==> src/rtl/core_sramarb.sv <==
// core_sramarb: front end for one SRAM bank port.
// After reset it optionally zero-fills the bank so every word carries valid
// parity. It then shares the bank between NREQ requesters in round-robin
// order, honours bank stalls (m_ready low) and returns read valids to the
// requester that issued the read.
//
// state | meaning
// ------+-------------------------------------------------------------
// IDLE  | one cycle after reset release; samples initen
// INIT  | sweeps INITVAL over words 0..WCNT-1 with full byte enables
// RUN   | round-robin arbitration of req_* onto m_*
module core_sramarb #(
  parameter int              NREQ    = 2,
  parameter int              AW      = 17,
  parameter int              DW      = 64,
  parameter int              BC      = DW/8,
  parameter int              WCNT    = 2**AW,
  parameter logic [DW-1:0]   INITVAL = '0
) (
  input  logic                 clk,
  input  logic                 resetn,
  input  logic                 initen,
  input  logic                 initreq,
  output logic                 initdone,
  input  logic [NREQ-1:0]      req_cs,
  input  logic [NREQ*AW-1:0]   req_addr,
  input  logic [NREQ*BC-1:0]   req_wr,
  input  logic [NREQ*DW-1:0]   req_wdata,
  output logic [NREQ-1:0]      req_ready,
  output logic [NREQ-1:0]      req_rvalid,
  output logic [DW-1:0]        req_rdata,
  output logic                 m_cs,
  output logic [AW-1:0]        m_addr,
  output logic [BC-1:0]        m_wr,
  output logic [DW-1:0]        m_wdata,
  input  logic [DW-1:0]        m_rdata,
  input  logic                 m_ready
);

  localparam int PW = (NREQ > 1) ? $clog2(NREQ) : 1;
  // ic is one bit wider than the address so a full 2**AW sweep can be counted.
  localparam logic [AW:0] IC_LAST = (AW+1)'(WCNT - 1);

  typedef enum logic [1:0] {
    ST_IDLE,
    ST_INIT,
    ST_RUN
  } state_t;

  state_t          state_q, state_d;
  logic [AW:0]     ic_q;
  logic            initdone_q;
  logic [PW-1:0]   ptr_q;
  logic [PW-1:0]   rown_q;
  logic            rpend_q;
  logic [PW-1:0]   g;
  logic            gvalid;
  logic            m_acc;

  assign m_acc     = m_cs & m_ready;
  assign initdone  = initdone_q;
  assign req_rdata = m_rdata;

  // Round-robin grant: first active requester at or after ptr, wrapping.
  always_comb begin
    gvalid = 1'b0;
    g      = '0;
    for (int k = 0; k < NREQ; k++) begin
      if (!gvalid && req_cs[(int'(ptr_q) + k) % NREQ]) begin
        gvalid = 1'b1;
        g      = PW'((int'(ptr_q) + k) % NREQ);
      end
    end
  end

  // Bank request mux, requester handshake and next-state decode.
  always_comb begin
    state_d   = state_q;
    m_cs      = 1'b0;
    m_addr    = '0;
    m_wr      = '0;
    m_wdata   = '0;
    req_ready = '0;
    case (state_q)
      ST_IDLE: begin
        state_d = initen ? ST_INIT : ST_RUN;
      end
      ST_INIT: begin
        m_cs    = 1'b1;
        m_addr  = ic_q[AW-1:0];
        m_wr    = '1;
        m_wdata = INITVAL;
        if (m_ready && (ic_q == IC_LAST)) state_d = ST_RUN;
      end
      ST_RUN: begin
        if (gvalid) begin
          m_cs         = 1'b1;
          m_addr       = req_addr[int'(g)*AW +: AW];
          m_wr         = req_wr[int'(g)*BC +: BC];
          m_wdata      = req_wdata[int'(g)*DW +: DW];
          req_ready[g] = m_ready;
        end
        // The current cycle's accept still completes; the sweep starts next cycle.
        if (initreq) state_d = ST_INIT;
      end
      default: state_d = ST_IDLE;
    endcase
  end

  // Read-valid pulse is a pure decode of the registered read owner.
  always_comb begin
    req_rvalid = '0;
    if (rpend_q) req_rvalid[rown_q] = 1'b1;
  end

  // State register, sweep counter and init-done flag.
  always_ff @(posedge clk or negedge resetn) begin
    if (!resetn) begin
      state_q    <= ST_IDLE;
      ic_q       <= '0;
      initdone_q <= 1'b0;
    end else begin
      state_q <= state_d;
      case (state_q)
        ST_IDLE: begin
          if (!initen) initdone_q <= 1'b1;
        end
        ST_INIT: begin
          if (m_acc) begin
            if (ic_q == IC_LAST) begin
              ic_q       <= '0;
              initdone_q <= 1'b1;
            end else begin
              ic_q <= ic_q + (AW+1)'(1);
            end
          end
        end
        ST_RUN: begin
          if (initreq) initdone_q <= 1'b0;
        end
        default: ;
      endcase
    end
  end

  // Arbitration pointer and read-owner tracking move only on a RUN accept.
  always_ff @(posedge clk or negedge resetn) begin
    if (!resetn) begin
      ptr_q   <= '0;
      rown_q  <= '0;
      rpend_q <= 1'b0;
    end else begin
      rpend_q <= (state_q == ST_RUN) && m_acc && (m_wr == '0);
      if ((state_q == ST_RUN) && m_acc) begin
        rown_q <= g;
        ptr_q  <= (int'(g) == NREQ - 1) ? '0 : g + PW'(1);
      end
    end
  end

endmodule

==> config.mk <==
export PLATFORM = sky130hd
export DESIGN_NAME = core_sramarb
export DESIGN_NICKNAME = d
export VERILOG_FILES = /design/src/rtl/core_sramarb.sv
export SDC_FILE = /design/constraint.sdc
export NUM_CORES = 1
export LEC_CHECK = 0
export CORE_AREA = 3 3 156 158
export DETAILED_ROUTE_END_ITERATION = 10
export DIE_AREA = 0 0 159 161
export GPL_TIMING_DRIVEN = 0
export PLACE_DENSITY_LB_ADDON = 0.08
export SLEW_MARGIN = 20
export SYNTH_ARGS = -nofsm -noshare
export SYNTH_HDL_FRONTEND = slang
export SYNTH_SLANG_ARGS = --single-unit
==> constraint.sdc <==
create_clock -name clk -period 2.1 [get_ports clk]
set_input_delay 0.42 -clock clk [delete_from_list [all_inputs] [get_ports clk]]
set_output_delay 0.42 -clock clk [all_outputs]
set_load 0.005 [all_outputs]
### Word-level counts from Yosys, hierarchy flattened

Cells that the tools add are included.

* register bits after elaboration: 24
* bits of input ports: 249

* order comparisons: 6
* bitwise operators: 3
* multiplexer cells: 35
* $add $sub $neg: 3
* shift operators: 3
* multiply operators: 1
* reduce and logical (&&, ||, !) cells: 13
* eq/ne operators: 8

Operator list (count)
* $mux 64: 2
* $shiftx 128x8->64: 1
* $pmux 17 s2: 1
* $shiftx 34x7->17: 1
* $add 18x1->18 const B: 1
* $eq 18x17->1 const B: 1
* $mux 18: 1
* $mux 1: 17
* $mux 17: 1
* $pmux 8 s2: 1
* $shiftx 16x5->8: 1
* $mux 2: 6
* $ne 2x2->1 const B: 5
* $logic_not 8->1: 1
* $mux 8: 1
* $logic_and 1x1->1: 6
* $lt 1x2->1 const B: 3
* $mul 1x5->6 const B: 1
* $pmux 2 s3: 1
* $reduce_and 5->1: 1
* $reduce_and 2->1: 2
* $lt 2x3->1 const B: 1
* $pmux 1 s3: 1
* $reduce_bool 3->1: 1
* other kinds (11): 14

### Depth between registers and ports, before layout

* depth after elaboration: 14
* mapped depth: 9

### Worst setup path after synthesis

No wires, ideal clock.

* path kind: reg-to-output
* from: register state_q[0]
* to: output m_wdata[10]
* data required time: 1.680 ns
* stages on the path, launching flop included: 7
* setup slack: 0.071 ns
* arrival time: 1.609 ns
* path buffers: 2
* cells stage by stage: dfrtp_1 > inv_1 > ha_1 > o21ai_1 > clkbuf_1 > buf_1 > a21oi_1

* word-level cells in the longest chain between the ends: 2

RTL lines
* start: declaration: line 50 `state_t state_q, state_d;`
* start signal: assignment: line 123 `state_q <= state_d;`
* $eq 2x2->1: line 84 `case (state_q)`
* $mux 64: line 84
* end: declaration: line 35 `output logic [DW-1:0] m_wdata,`

No other way between the ends.

### Worst setup path after layout

* from: register state_q[0]
* to: output m_wdata[20]

Same word-level chain as after synthesis.

==> summary.txt <==
worst r2r src: state_q[0]
Setup Skew: 0.00283 ns
Syn Area/Cell: 6.47 µm²
Tcrit/Tclk final: 1.08
fin util: 0.393
Via Count: 5,154
fmax: 443 MHz
ys flop type: dfrtp_1
placed wire-length estimate: 19.3 mm
worst hold-check path type: input port to asynchronous set/reset pin
top-count cell post-synth: nand2_1
met2 Usage GRT: 0.318
IO Port Bufs: 343
Final Hold Viols: 0
crit path time final: 2.26 ns
Largest stage delay, worst path: 0.43 ns
type of origin of the critical path: flop
Post-Route WL: 24.2 mm
fraction of layout cells with a size suffix above 1: 0.461
reg2reg setup slack: 0.06 ns
final setup vio count: 64
violations in the final reports: setup timing
core area: 23,300 µm²
Setup crit end kind: primary output
antenna fix cells: 0
top cells by area, synth: nand2_1 18%, dfrtp_1 18%, buf_4 14%, a21oi_1 11%, mux2i_1 5.9%
CP Class: flop to primary output
Vias/cell: 4.04
GRT overflow: 0
Seq cells post-synth: 24
total power: 7.11 mW
initial antenna violation count: 1
Worst IR Drop VDD: 519 µV
Warnings, synthesis: 0
PwrDens: 778 nW/µm²
H-tree levels: 1
cell family with most CP delay: buffers and inverters
DP Area: 7200 µm²
Critical Path RT: 1.68 ns
DRC violation total after the first TritonRoute iteration: 215
Worst-Skew Late Latency: 0.26 ns
Worst Path Buf+Inv: 7
die height: 161 µm
grt met3 use: 0.0331
worst slew pin tran: 0.617 ns
critical path arrival: 1.84 ns
FP Rows: 56
initial core utilization: 0.145
TritonCTS clock tree: yes
clock transition at the registers of the reported paths: 0.07 ns
drt wl/cell: 19.0 µm
TritonCTS buffer count: 3
gpl congestion: 0.762
Setup Slack @ Placement: -1.80 ns
Post-Syn Instances: 521
RSZ-0062 raised after global routing: true
Post-synth EDFFs: 0
Area Growth Syn to Fin: 171%
Nets: 1,210
GR Util All Layers: 0.171
post-synth top area cell: nand2_1
Mapped Nets: 774
Critical-path top delay cell: dfrtp_2
post-route setup slack: -0.159 ns
Cell variety after synth: 46
Syn Std Cell Area: 3370 µm²
clock root buffer: clkbuf_16
post-route cell area: 9130 µm²
CP max FO: 5
DRT Pass-1 Iters: 4
# IOs: 408
DRT antenna net count: 0
CTS Hold Buffers Added: 0
DRC Markers: 0
critical path, cell by cell: inv_4, ha_4, o21ai_4, buf_8, buf_12, buf_8, buf_6, buf_6, a21oi_2, buf_4
largest net degree at the start of global routing: 25
top cell type's share of synthesized area: 0.185
max_cap viols: 0
register area share after synthesis: 0.178
global-route wire length before repair: 33.8 mm
clk sinks: 24
vias in the first global route: 5,030
Die W: 159 µm
relative slew slack: 0.589
reg2reg path depth: 10
met1 Track Usage GR: 0.211
asr flop ratio synth: 1.00
Die ar.: 25,600 µm²
status: complete, but fails checks
CTS max path bufs: 2
max-slew violation count: 0
top cells by count, synth: 166 x nand2_1, 73 x a21oi_1, 64 x buf_4
grt peak-use layer: met2
Leak Pwr: 4.12 nW
R2R Path End: initdone
worst max-delay path by stage:
stage	start	to	slack, ns	cells past startpoint
detailed placement	req_cs[1]	m_wdata[43]	-1.80	6
finish	state_q[0]	m_wdata[20]	-0.16	10
global placement	req_cs[1]	m_wdata[43]	-1.79	6
CTS	state_q[0]	m_wdata[20]	-0.19	10
floorplan	state_q[0]	m_wdata[10]	0.07	6
global route	state_q[0]	m_wdata[20]	-0.23	10
flip-flops by register name, summed over array words and instances (netlist names):
register and count:
state_q 2, rpend_q 1, initdone 1, ic_q 18, rown_q 1, ptr_q 1
area by class of cell:
class | instances | area (µm²)
plain buffers | 90 | 905
clock buffers | 3 | 75.1
clock inverters | 1 | 30.0
fillers | 2451 | 14100
inverters | 6 | 42.5
multi-input cells | 395 | 2910
flip-flops and latches | 24 | 602
well taps | 319 | 399
repair buffers | 437 | 4170
layer usage:
metal / vias to the layer above / part of all wire
li1: 2562 / -
met3: 12 / 0.052
met5: - / 0.00029
met4: 2 / 0.0076
met2: 170 / 0.53
met1: 2408 / 0.41
worst register-to-register path: cells and delay by family, from the launching register on:
family	cells	cell delay (ns)
adder cells (fa/ha/maj)	1	0.34
flip-flops	1	0.40
AO/OA/AOI/OAI	2	0.24
AND/OR/NAND/NOR	3	0.49
buffers and inverters	4	0.47
kinds of logic (layout without fill, tap and decap cells):
kind of cell / count (synthesis) / after routing / share of synthesized area
buf+inv: 102 / 537 / 0.195
mux: 21 / 21 / 0.0627
xor+xnor: 12 / 12 / 0.0312
compound gates: 119 / 119 / 0.193
flops: 24 / 24 / 0.178
fa+ha+maj: 4 / 4 / 0.0148
simple gates: 239 / 239 / 0.325
power by group:
| group | internal [mW] | total (mW) | switching [mW] |
|---|---|---|---|
| logic | 3.33 | 5.93 | 2.60 |
| registers | 0.539 | 0.613 | 0.0740 |
| clock network | 0.380 | 0.562 | 0.183 |
layout by cell type, fill, tap and decap left out, types with 8 or more instances in the layout:
cell type,Yosys,layout
nand3_1,8,8
nand2_2,0,21
buf_8,0,19
dfrtp_1,24,23
nand2_4,0,19
nand2_1,166,125
buf_4,64,107
a21oi_2,0,55
clkdlybuf4s50_1,0,248
and2_1,20,16
buf_2,9,85
nor2_1,14,13
a21oi_4,0,12
buf_6,3,37
clkbuf_16,0,13
mux2i_1,20,12
buf_12,0,18
o21ai_1,3,14
through the flow:
stage,cells,setup TNS [ns],hold WS [ns]
floorplan,521,0,0.124
global placement,1183,-134.86,0.492
detailed placement,1183,-132.43,0.480
CTS,1249,-5.92,0.196
global route,1275,-10.07,0.195
finish,1275,-5.16,0.163
repair_timing:
| item | CTS | global route |
|---|---|---|
| buffers inserted | 57 | 31 |
| endpoints found under the setup margin | 96 | 95 |
| resized for setup | 640 | 121 |
| pin swaps | 36 | 55 |
| gates cloned | 5 | 7 |
(Power assumes the default switching activity.)
